$ cat config.mk
export PLATFORM = sky130hd
export DESIGN_NAME = pc_gen_flat
export DESIGN_NICKNAME = d
export VERILOG_FILES = /design/src/rtl/pc_gen_pkg.sv /design/src/rtl/pc_gen_if.sv /design/src/rtl/pc_gen_sat_counter.sv /design/src/rtl/pc_gen.sv /design/src/flat_wrapper.sv
export SDC_FILE = /design/constraint.sdc
export NUM_CORES = 1
export LEC_CHECK = 0
export CORE_MARGIN = 4
export CORE_UTILIZATION = 51
export CTS_CLUSTER_SIZE = 8
export DETAILED_ROUTE_END_ITERATION = 10
export HOLD_SLACK_MARGIN = 0.12
export PLACE_DENSITY = 0.85
export SLEW_MARGIN = 20
export SYNTH_ARGS = -nofsm -noshare
export SYNTH_HDL_FRONTEND = slang
export SYNTH_HIERARCHICAL = 1
export SYNTH_SLANG_ARGS = --single-unit
$ cat constraint.sdc
create_clock -name clk -period 7.9 [get_ports clk]
set_input_delay 1.58 -clock clk [delete_from_list [all_inputs] [get_ports clk]]
set_output_delay 1.58 -clock clk [all_outputs]
set_load 0.03 [all_outputs]
$ cat src/rtl/pc_gen_pkg.sv
// Shared constants and state encoding for the program-counter generation stage.
package pc_gen_pkg;
  localparam int XLEN        = 64;
  localparam int INSTR_BYTES = 4;

  typedef enum logic [1:0] {
    BOOT = 2'd0,
    RUN  = 2'd1,
    HALT = 2'd2
  } state_e;
endpackage

$ cat src/rtl/pc_gen_if.sv
// Fetch-side bundle between pc_gen (slave) and the pipeline around it (master).
interface pc_gen_if #(
  parameter int CNT_W = 32
);
  logic                          stall_i;
  logic                          redirect_valid_i;
  logic [pc_gen_pkg::XLEN-1:0]   redirect_pc_i;
  logic                          inv_addr_i;
  logic                          resume_i;
  logic [pc_gen_pkg::XLEN-1:0]   pc_o;
  logic [pc_gen_pkg::XLEN-1:0]   pc_plus4_o;
  logic                          fetch_valid_o;
  logic                          ifid_flush_o;
  logic                          halted_o;
  logic [pc_gen_pkg::XLEN-1:0]   epc_o;
  logic [CNT_W-1:0]              fetch_count_o;

  modport master (
    output stall_i, redirect_valid_i, redirect_pc_i, inv_addr_i, resume_i,
    input  pc_o, pc_plus4_o, fetch_valid_o, ifid_flush_o, halted_o, epc_o, fetch_count_o
  );

  modport slave (
    input  stall_i, redirect_valid_i, redirect_pc_i, inv_addr_i, resume_i,
    output pc_o, pc_plus4_o, fetch_valid_o, ifid_flush_o, halted_o, epc_o, fetch_count_o
  );
endinterface

$ cat src/rtl/pc_gen_sat_counter.sv
// Saturating up-counter: sticks at all-ones instead of wrapping.
module sat_counter #(
  parameter int W = 32
) (
  input  logic         clk,
  input  logic         rst,
  input  logic         inc,
  output logic [W-1:0] count
);
  always_ff @(posedge clk or posedge rst) begin
    if (rst)
      count <= '0;
    else if (inc && (count != '1))
      count <= count + W'(1);
  end
endmodule

$ cat src/rtl/pc_gen.sv
// Program-counter generation: boot delay, sequential fetch, redirects, fault halt.
// Optional macro PCGEN_TRAP_EN: first fault vectors to TRAP_VEC, double fault halts.
module pc_gen
  import pc_gen_pkg::*;
#(
  parameter logic [XLEN-1:0] RESET_PC   = 64'h0,
  parameter logic [XLEN-1:0] TRAP_VEC   = 64'h0000_0000_0000_0100,
  parameter int              BOOT_DELAY = 2,
  parameter int              CNT_W      = 32
) (
  input logic     clk,
  input logic     rst,
  pc_gen_if.slave bus
);
`ifdef PCGEN_TRAP_EN
  localparam bit TRAP_EN = 1'b1;
`else
  localparam bit TRAP_EN = 1'b0;
`endif

  localparam int BW = (BOOT_DELAY < 1) ? 1 : $clog2(BOOT_DELAY + 1);

  state_e            state_q, state_d;
  logic [XLEN-1:0]   pc_q, pc_d;
  logic [XLEN-1:0]   epc_q, epc_d;
  logic [BW-1:0]     boot_q;
  logic              fire, flush;

  always_comb begin
    state_d = state_q;
    pc_d    = pc_q;
    epc_d   = epc_q;
    fire    = 1'b0;
    flush   = 1'b0;
    unique case (state_q)
      BOOT: begin
        if (boot_q == BW'(BOOT_DELAY - 1))
          state_d = RUN;
      end
      RUN: begin
        if (bus.redirect_valid_i) begin
          // Redirect wins over everything, including a fault on the stale PC.
          pc_d  = bus.redirect_pc_i;
          flush = 1'b1;
        end else if (bus.inv_addr_i) begin
          epc_d = pc_q;
          flush = 1'b1;
          if (TRAP_EN && (pc_q != TRAP_VEC))
            pc_d = TRAP_VEC;
          else
            state_d = HALT;
        end else if (!bus.stall_i) begin
          fire = 1'b1;
          pc_d = pc_q + XLEN'(INSTR_BYTES);
        end
      end
      HALT: begin
        if (bus.resume_i) begin
          state_d = RUN;
          flush   = 1'b1;
          pc_d    = bus.redirect_valid_i ? bus.redirect_pc_i : RESET_PC;
        end
      end
      default: state_d = BOOT;
    endcase
  end

  always_ff @(posedge clk or posedge rst) begin
    if (rst) begin
      state_q <= BOOT;
      pc_q    <= RESET_PC;
      epc_q   <= '0;
      boot_q  <= '0;
    end else begin
      state_q <= state_d;
      pc_q    <= pc_d;
      epc_q   <= epc_d;
      if (state_q == BOOT)
        boot_q <= boot_q + BW'(1);
    end
  end

  sat_counter #(.W(CNT_W)) u_fetch_cnt (
    .clk   (clk),
    .rst   (rst),
    .inc   (fire),
    .count (bus.fetch_count_o)
  );

  assign bus.pc_o          = pc_q;
  assign bus.pc_plus4_o    = pc_q + XLEN'(INSTR_BYTES);
  assign bus.fetch_valid_o = fire;
  assign bus.ifid_flush_o  = flush;
  assign bus.halted_o      = (state_q == HALT);
  assign bus.epc_o         = epc_q;
endmodule
$ cat src/flat_wrapper.sv
// flat-port wrapper written by rule: the top's interface ports become plain ports
module pc_gen_flat import pc_gen_pkg::*;
#(
  parameter logic [XLEN-1:0] RESET_PC   = 64'h0,
  parameter logic [XLEN-1:0] TRAP_VEC   = 64'h0000_0000_0000_0100,
  parameter int              BOOT_DELAY = 2,
  parameter int              CNT_W      = 32
)
  (clk, rst, bus_stall_i, bus_redirect_valid_i, bus_redirect_pc_i, bus_inv_addr_i, bus_resume_i, bus_pc_o, bus_pc_plus4_o, bus_fetch_valid_o, bus_ifid_flush_o, bus_halted_o, bus_epc_o, bus_fetch_count_o);
  pc_gen_if #(.CNT_W(CNT_W)) bus_i ();
  input logic clk;
  input logic rst;
  input wire logic [$bits(bus_i.stall_i)-1:0] bus_stall_i;
  input wire logic [$bits(bus_i.redirect_valid_i)-1:0] bus_redirect_valid_i;
  input wire logic [$bits(bus_i.redirect_pc_i)-1:0] bus_redirect_pc_i;
  input wire logic [$bits(bus_i.inv_addr_i)-1:0] bus_inv_addr_i;
  input wire logic [$bits(bus_i.resume_i)-1:0] bus_resume_i;
  output wire logic [$bits(bus_i.pc_o)-1:0] bus_pc_o;
  output wire logic [$bits(bus_i.pc_plus4_o)-1:0] bus_pc_plus4_o;
  output wire logic [$bits(bus_i.fetch_valid_o)-1:0] bus_fetch_valid_o;
  output wire logic [$bits(bus_i.ifid_flush_o)-1:0] bus_ifid_flush_o;
  output wire logic [$bits(bus_i.halted_o)-1:0] bus_halted_o;
  output wire logic [$bits(bus_i.epc_o)-1:0] bus_epc_o;
  output wire logic [$bits(bus_i.fetch_count_o)-1:0] bus_fetch_count_o;
  assign bus_i.stall_i = bus_stall_i;
  assign bus_i.redirect_valid_i = bus_redirect_valid_i;
  assign bus_i.redirect_pc_i = bus_redirect_pc_i;
  assign bus_i.inv_addr_i = bus_inv_addr_i;
  assign bus_i.resume_i = bus_resume_i;
  assign bus_pc_o = bus_i.pc_o;
  assign bus_pc_plus4_o = bus_i.pc_plus4_o;
  assign bus_fetch_valid_o = bus_i.fetch_valid_o;
  assign bus_ifid_flush_o = bus_i.ifid_flush_o;
  assign bus_halted_o = bus_i.halted_o;
  assign bus_epc_o = bus_i.epc_o;
  assign bus_fetch_count_o = bus_i.fetch_count_o;
  pc_gen #(.RESET_PC(RESET_PC), .TRAP_VEC(TRAP_VEC), .BOOT_DELAY(BOOT_DELAY), .CNT_W(CNT_W)) u_core (.clk(clk), .rst(rst), .bus(bus_i));
endmodule
==> impl_metrics.ini <==
[run_status]
status = finished, final reports clean

[clocking]
cts.reportedPaths.clkPinSlew_ns = 0.07
h-tree-depth = 4
numClockSinks = 164
cts_tree = yes
post_cts_resized = 0
cts-root-buf = clkbuf_16
ctsHoldBuffers = 0
postCtsSetupRepairBufs = 0
clock_latency_ns = 0.43
clk_path_buf_depth = 2
numCtsBuffers = 17

[pwr]
ir_drop_mv = 0.268
p_per_area_mw_per_mm2 = 438
cellLeakagePower_nw = 5.19

[final_layout]
fin_area_sq_mm = 0.0130
syn2layout_area_growth_pct = 37.1
final_common_cell = clkdlybuf4s50_1
final_cells = 1488
final_cell_mix = clkdlybuf4s50_1, dfrtp_1, nand2_1
fin_util_pct = 71.7
finalNetCount = 1319
drive_gt1_share_pct = 9.08

[sta]
skew_ns = 0.0113
rsz0062_at_grt = no
period_needed_ns = 5.45
worst_pin_slew_ns = 1.03
fin_crit_sh_pct = 69.0
final_max_slew_viol_count = 0
slew_headroom_pct = 31.3
finalSetupViolations = 0
timing.final.hold_violations = 0
fin_setup_tns_ns = 0
clock.fmax_ghz = 0.184
fin_hold_ws_ns = 0.483

[hold_path]
hold_path.class = reg2reg

[routing]
vias = 9289
drt-wirelength-per-cell_um = 21.4
dr.pass1.iters = 6
drtIter0Drc = 835
antenna_left = 0
wl_um = 31800
routed_via_density = 6.24
post-route-drc-count = 0

[setup_path]
slowest_delay_ns = 0.77
endpoint_kind = output port
path_class = reg2out
cp_max_fo = 14
path_delay_family = simple AND/OR/NAND/NOR gates
path_buf_inv = 1
cp_cell_sequence = nand4_1 -> nor3_2 -> nand4_2 -> nor4_2 -> xor2_1 -> clkdlybuf4s50_1
startpoint_type = register
cp.arrival_ns = 3.87
slowest_stage = nor3_2
worst_ep_required_time_ns = 6.32

[place]
placedCellCount = 1453
place_area_sq_mm = 0.0124
place_hpwl_um = 22400
gp_congestion = 0.953
io_buffers = 296

[synth]
synth_cells = 1018
synth_area_per_cell_sq_um = 9.33
synth_top_cell_area_share_pct = 43.2
syn_area_sq_mm = 0.00950
synth-async-reset-ratio_pct = 100
synth_top_area_cell = dfrtp_1
ys_top_cells_by_area = dfrtp_1, mux2_2, xnor2_1
yosysSeqAreaShare_pct = 43.2
synth-edff-count = 0
syn_nets = 1094
synth-seq-cells = 164
ys_warn_count = 6
dominantRegCellSynth = dfrtp_1
synth_cell_types = 61

[die]
die_w_um = 144
num_rows = 49
core_area_sq_mm = 0.0181
start_util_pct = 52.3
die_h_um = 144
io_pins = 297
dieArea_sq_mm = 0.0209

[global_routing]
grt_start_max_net_pins = 91
antenna_found_initial = 2
grt_pass1_wl_um = 49700
track_usage_pct = 30.3
grt_pass1_vias = 8940
overflow = 0

[run]
cap_viol_max_count = 0
synth_stat cells, types with 4 or more instances:
cell type,number
a21oi_1,24
a221oi_1,6
a22oi_1,13
a311o_1,6
and2_1,4
and3_1,25
and4_1,6
buf_2,31
buf_4,4
clkbuf_1,58
dfrtp_1,164
ha_1,6
inv_1,24
mux2_2,50
nand2_1,91
nand3_1,89
nand4_1,64
nor2_1,52
nor3_1,24
nor4_1,27
nor4_4,4
o211ai_1,6
o21ai_0,51
o22ai_1,7
o2bb2ai_1,10
o311ai_1,7
o31a_1,7
or3_1,5
or4_1,17
xnor2_1,59
xor2_1,30
area by class of cell:
class | count | area [sq um]
inverter | 24 | 95.1
tap | 229 | 287
sequential | 164 | 4100
antenna | 3 | 7.51
timing repair buffer | 303 | 3010
multi-input combinational | 733 | 4920
clock inverter | 15 | 169
fill | 1324 | 5130
clock buffer | 17 | 425
routing by layer:
layer  wire (um)  share of wire (%)  GRT usage, %  up-vias
met5           0                  0             0        -
met4        1030                3.2          12.1        0
met3        2890                9.1          7.24       86
met2       15000                 47          46.4      576
met1       13000                 41          41.6     4434
li1            -                  -             -     4193
path summary, 6_finish.rpt:
check	depth (start not counted)	startpoint	slack, ns	endpoint
setup / recovery	6	u_core/bus.pc_o[9]$_DFFE_PP0P_	2.45	bus_pc_plus4_o[63]
hold / removal	2	u_core/bus.epc_o[22]$_DFFE_PP0P_	0.48	u_core/bus.epc_o[22]$_DFFE_PP0P_
setup reg to reg	9	u_core/state_q[1]$_DFFE_PP0P_	4.46	u_core/u_fetch_cnt/count[29]$_DFFE_PP0P_
hold reg to reg	2	u_core/bus.epc_o[22]$_DFFE_PP0P_	0.48	u_core/bus.epc_o[22]$_DFFE_PP0P_
max in group asynchronous	3	rst	4.87	u_core/bus.pc_o[12]$_DFFE_PP0P_
min in group asynchronous	2	rst	1.67	u_core/bus.epc_o[59]$_DFFE_PP0P_
metrics by stage:
stage                     total power [mW]  worst slack [ns]
after floorplan                       3.51              2.79
after global routing                  5.99              2.27
final                                 5.70              2.45
after CTS                             5.71              2.46
after global placement                4.77              2.49
after detailed placement              4.84              2.46
power by group:
part	switching (mW)	internal [mW]	total, mW	leakage, nW
registers	0.492	1.16	1.66	2.07
clock network	0.374	0.476	0.850	0.296
logic	1.92	1.28	3.20	2.83
worst reg2reg max path, delay by kind of cell (launching register included):
family                   cells  cell delay (ns)
buffers and inverters        1             0.09
AO/OA/AOI/OAI                1             0.54
XOR/XNOR                     1             0.20
AND/OR/NAND/NOR              5             1.72
flip-flops                   1             0.40
adder cells (fa/ha/maj)      1             0.38
registers in the layout, summed over array words and instances (netlist names):
name	count
u_core/state_q	2
u_core/u_fetch_cnt/count	32
u_core/bus.pc_o	64
u_core/bus.epc_o	64
u_core/boot_q	2
cell families after synthesis:
| family | share of synthesized area, % |
|---|---|
| and+or+nand+nor | 24.6 |
| xor gates and xnor gates | 8.21 |
| muxes | 6.24 |
| AOI/OAI and AO/OA | 11.6 |
| buffers and inverters | 5.37 |
| adders and majority gates | 0.790 |
| DFF | 43.2 |
No activity file was read; power rests on OpenSTA's default activity.
==> variant 1, RTL diff (same settings) <==
Encoding of `state_e`: now one-hot (3 bits for 3 states).
--- a/src/rtl/pc_gen_pkg.sv
+++ b/src/rtl/pc_gen_pkg.sv
@@ -5,6 +5,6 @@
 
-  typedef enum logic [1:0] {
-    BOOT = 2'd0,
-    RUN  = 2'd1,
-    HALT = 2'd2
+  typedef enum logic [2:0] {
+    BOOT = 3'b001,
+    RUN  = 3'b010,
+    HALT = 3'b100
   } state_e;
Check against the original RTL: same outputs for any inputs over 4 cycles, from zero or initial values and one cycle with rst high; so few cycles prove little.
==> variant 1 against the original RTL <==
  * Sequential cell count is 1 higher
  * Setup slack worse by 0.12 ns
  * Design area is 2.3% higher
  * First-iteration DRC count is 20% higher
  * Critical endpoint is now bus_fetch_valid_o
  * Global-route usage is 1.6 points higher
  * Power is 21% lower
  * Area after synthesis is 2.4% higher
  * Routed wire length is 7.7% higher
  * Critical path type is now input port to output port
  * Die area is 2.3% higher
  * Count of clock-buffer cells in the layout stayed put
==> variant 1: results (changes against the original RTL) <==
- Met2 wire length: 15.68 mm (+4.7%)
- Met1 Usage GRT: 0.4215 (+0.005579)
- Crit path to: bus_fetch_valid_o
- Dpl ws: 2.362 ns (-0.09857 ns)
- WL final: 34.30 mm (+7.7%)
- CP Max Fanout: 70 (+56)
- R2R depth: 11 (+2)
- Gr usage total: 0.3185 (+0.01573)
- DR iter-0 viols: 998 (+20%)
- WL met1: 13.93 mm (+7.5%)
- Met2 Use GR: 0.5006 (+0.03630)
- PwrDens: 336.6 mW/mm^2 (-23%)
- Total clock sinks: 165 (+0.61%)
- Post-Syn Nets: 1107 (+1.2%)
- Fraction of layout instances using a drive strength above 1: 0.1075 (+0.01671)
- Seq/total area: 0.3101 (-0.005134)
- Status: finished, final reports clean
- Initial antenna violation count: 0 (-2)
- Buffering overhead: 0.2294 (-0.001831)
- Crit path launch: bus_redirect_valid_i
- Max_slew headroom: 0.2985 (-0.01481)
- Worst hold slack: 0.4818 ns (-0.0008850 ns)
- VDD IR-drop max: 0.2687 mV (+0.23%)
- Filler cell count: 1429 (+7.9%)
- Vias in the first global route: 9362 (+4.7%)
- Non-clock buffers: 309 (+2.0%)
- Adder-cell share of the synthesized area: 0.003859 (-0.004044)
- Reg-to-reg endpoint: u_core/u_fetch_cnt/count[31]$_DFFE_PP0P_
## variant 1: changes by cell type in the layout (fill, tap and decap cells not counted), sizes merged, moves of 5 or more
| cell | delta |
|---|---|
| and4 | +5 |
| a31oi | +6 |
| a21boi | +9 |
| o21ai | -14 |
| nand2 | -22 |
| nor4 | +7 |
| nand4 | -23 |
| buf | +6 |
| or3 | +11 |
| and3 | +9 |
| nand3 | -5 |
| mux2 | +19 |
## variant 1: kinds of logic after synthesis
family / count (synthesis)
AOI/OAI and AO/OA: 169
xor gates and xnor gates: 89
adders and majority gates: 3
buffers and inverters: 114
DFF: 165
muxes: 73
and+or+nand+nor: 421
## variant 1: critical path, stage by stage
cell and delay (ns):
buf_2 0.08, buf_4 0.64, a31oi_1 0.08, buf_4 0.25, nand2b_2 0.20, nor2_1 0.20, buf_4 0.23, clkdlybuf4s50_1 0.71
## variant 1: power by group
part	leakage, nW	switching (mW)	internal, mW
combinational	2.96	1.28	0.924
clock	0.279	0.408	0.422
sequential	2.05	0.371	1.08
total	5.29	2.06	2.43
==> variant 2, RTL diff (same flow settings) <==
Without the edit above. `TRAP_EN`: 1'b0 -> 1'b1.
--- a/src/rtl/pc_gen.sv
+++ b/src/rtl/pc_gen.sv
@@ -17,3 +17,3 @@
 `else
-  localparam bit TRAP_EN = 1'b0;
+  localparam bit TRAP_EN = 1'b1;
 `endif
Check against the original RTL: not equivalent (a bounded check fails within 4 cycles, from zero or initial values and one cycle with rst high).
==> variant 2 against the original RTL <==
  * Via count is 1.7% higher
  * Clock skew is 0.0020 ns lower
  * Setup slack worse by 0.66 ns
  * Area after synthesis is 3.4% lower
  * Routed wire length is 4.0% higher
  * Design area is 2.0% lower
  * Sequential cell count stayed put
  * Critical path depth is 1 higher
  * Largest cell class unchanged
Power is not compared: it rests on default switching activity, and its combinational part moved more than twofold at a synthesized area within 25%.
==> variant 2: results (changes against the original RTL) <==
- Seq/total area: 0.3215 (+0.006334)
- Synth top area cells: dfrtp_1 45%, nand2_1 8.3%, xnor2_1 5.8%
- Hold Path End: u_core/bus.epc_o[58]$_DFFE_PP0P_
- First-pass GRT wire length: 50.98 mm (+2.5%)
- Worst hold slack: 0.4757 ns (-0.006948 ns)
- Fraction of layout instances using a drive strength above 1: 0.05030 (-0.04046)
- Crit path launch: u_core/bus.pc_o[7]$_DFFE_PP0P_
- DR iter-0 viols: 1155 (+38%)
- Sequential cell count: 164 (unchanged)
- Clock-cell share of area: 0.04509 (-0.0005531)
- Final nets: 1377 (+4.4%)
- Final HPWL DP: 23.85 mm (+6.4%)
- Placed insts: 1505 (+3.6%)
- CP max-delay cell: nor4_1
- Multi-input combinational area share: 0.3624 (-0.01564)
- Status: finished, final reports clean
- Initial antenna violation count: 3 (+1)
- Buffering overhead: 0.2379 (+0.006705)
- Final min period: 6.104 ns (+0.6552 ns)
- Compound-gate portion of the synthesized area: 0.1481 (+0.03205)
- Reg-to-reg endpoint: u_core/bus.pc_o[38]$_DFFE_PP0P_
- Pin count of the biggest net entering global routing: 100 (+9.9%)
- WP data arrival: 4.52 ns (+0.65 ns)
- Vias in the first global route: 9063 (+1.4%)
- Worst Skew: 0.009246 ns (-0.002046 ns)
- Placed inst area: 0.01218 sq mm (-1.9%)
- Worst path max stage delay: 1.07 ns (+0.30 ns)
- CP Max Fanout: 9 (-5)
variant 2: cell count changes in the layout (fill, tap and decap cells not counted), moves of 7 or more:
cell / before / now
nand2_1: 91 / 203
mux2_2: 50 / 1
nand3_1: 88 / 53
nand4_1: 64 / 33
nor2_1: 51 / 73
o21ai_0: 51 / 64
or4_1: 17 / 6
inv_1: 23 / 33
o22ai_1: 7 / 15
o31a_1: 7 / 15
and4_1: 6 / 13
o311ai_1: 7 / 0
variant 2: cell families (layout without fill, tap and decap cells):
logic type,after synthesis,in the layout
flip-flops,164,164
XOR/XNOR,89,89
buffers and inverters,121,372
AO/OA/AOI/OAI,199,199
adder cells (fa/ha/maj),8,8
multiplexers,4,4
other,0,3
AND/OR/NAND/NOR,476,476
variant 2: layer usage:
layer	up-vias	track usage	share of wire
li1	4228	-	-
met1	4544	0.4301	0.39
met2	585	0.5116	0.47
met3	86	0.06922	0.10
met4	0	0.1288	0.040
met5	-	0	0
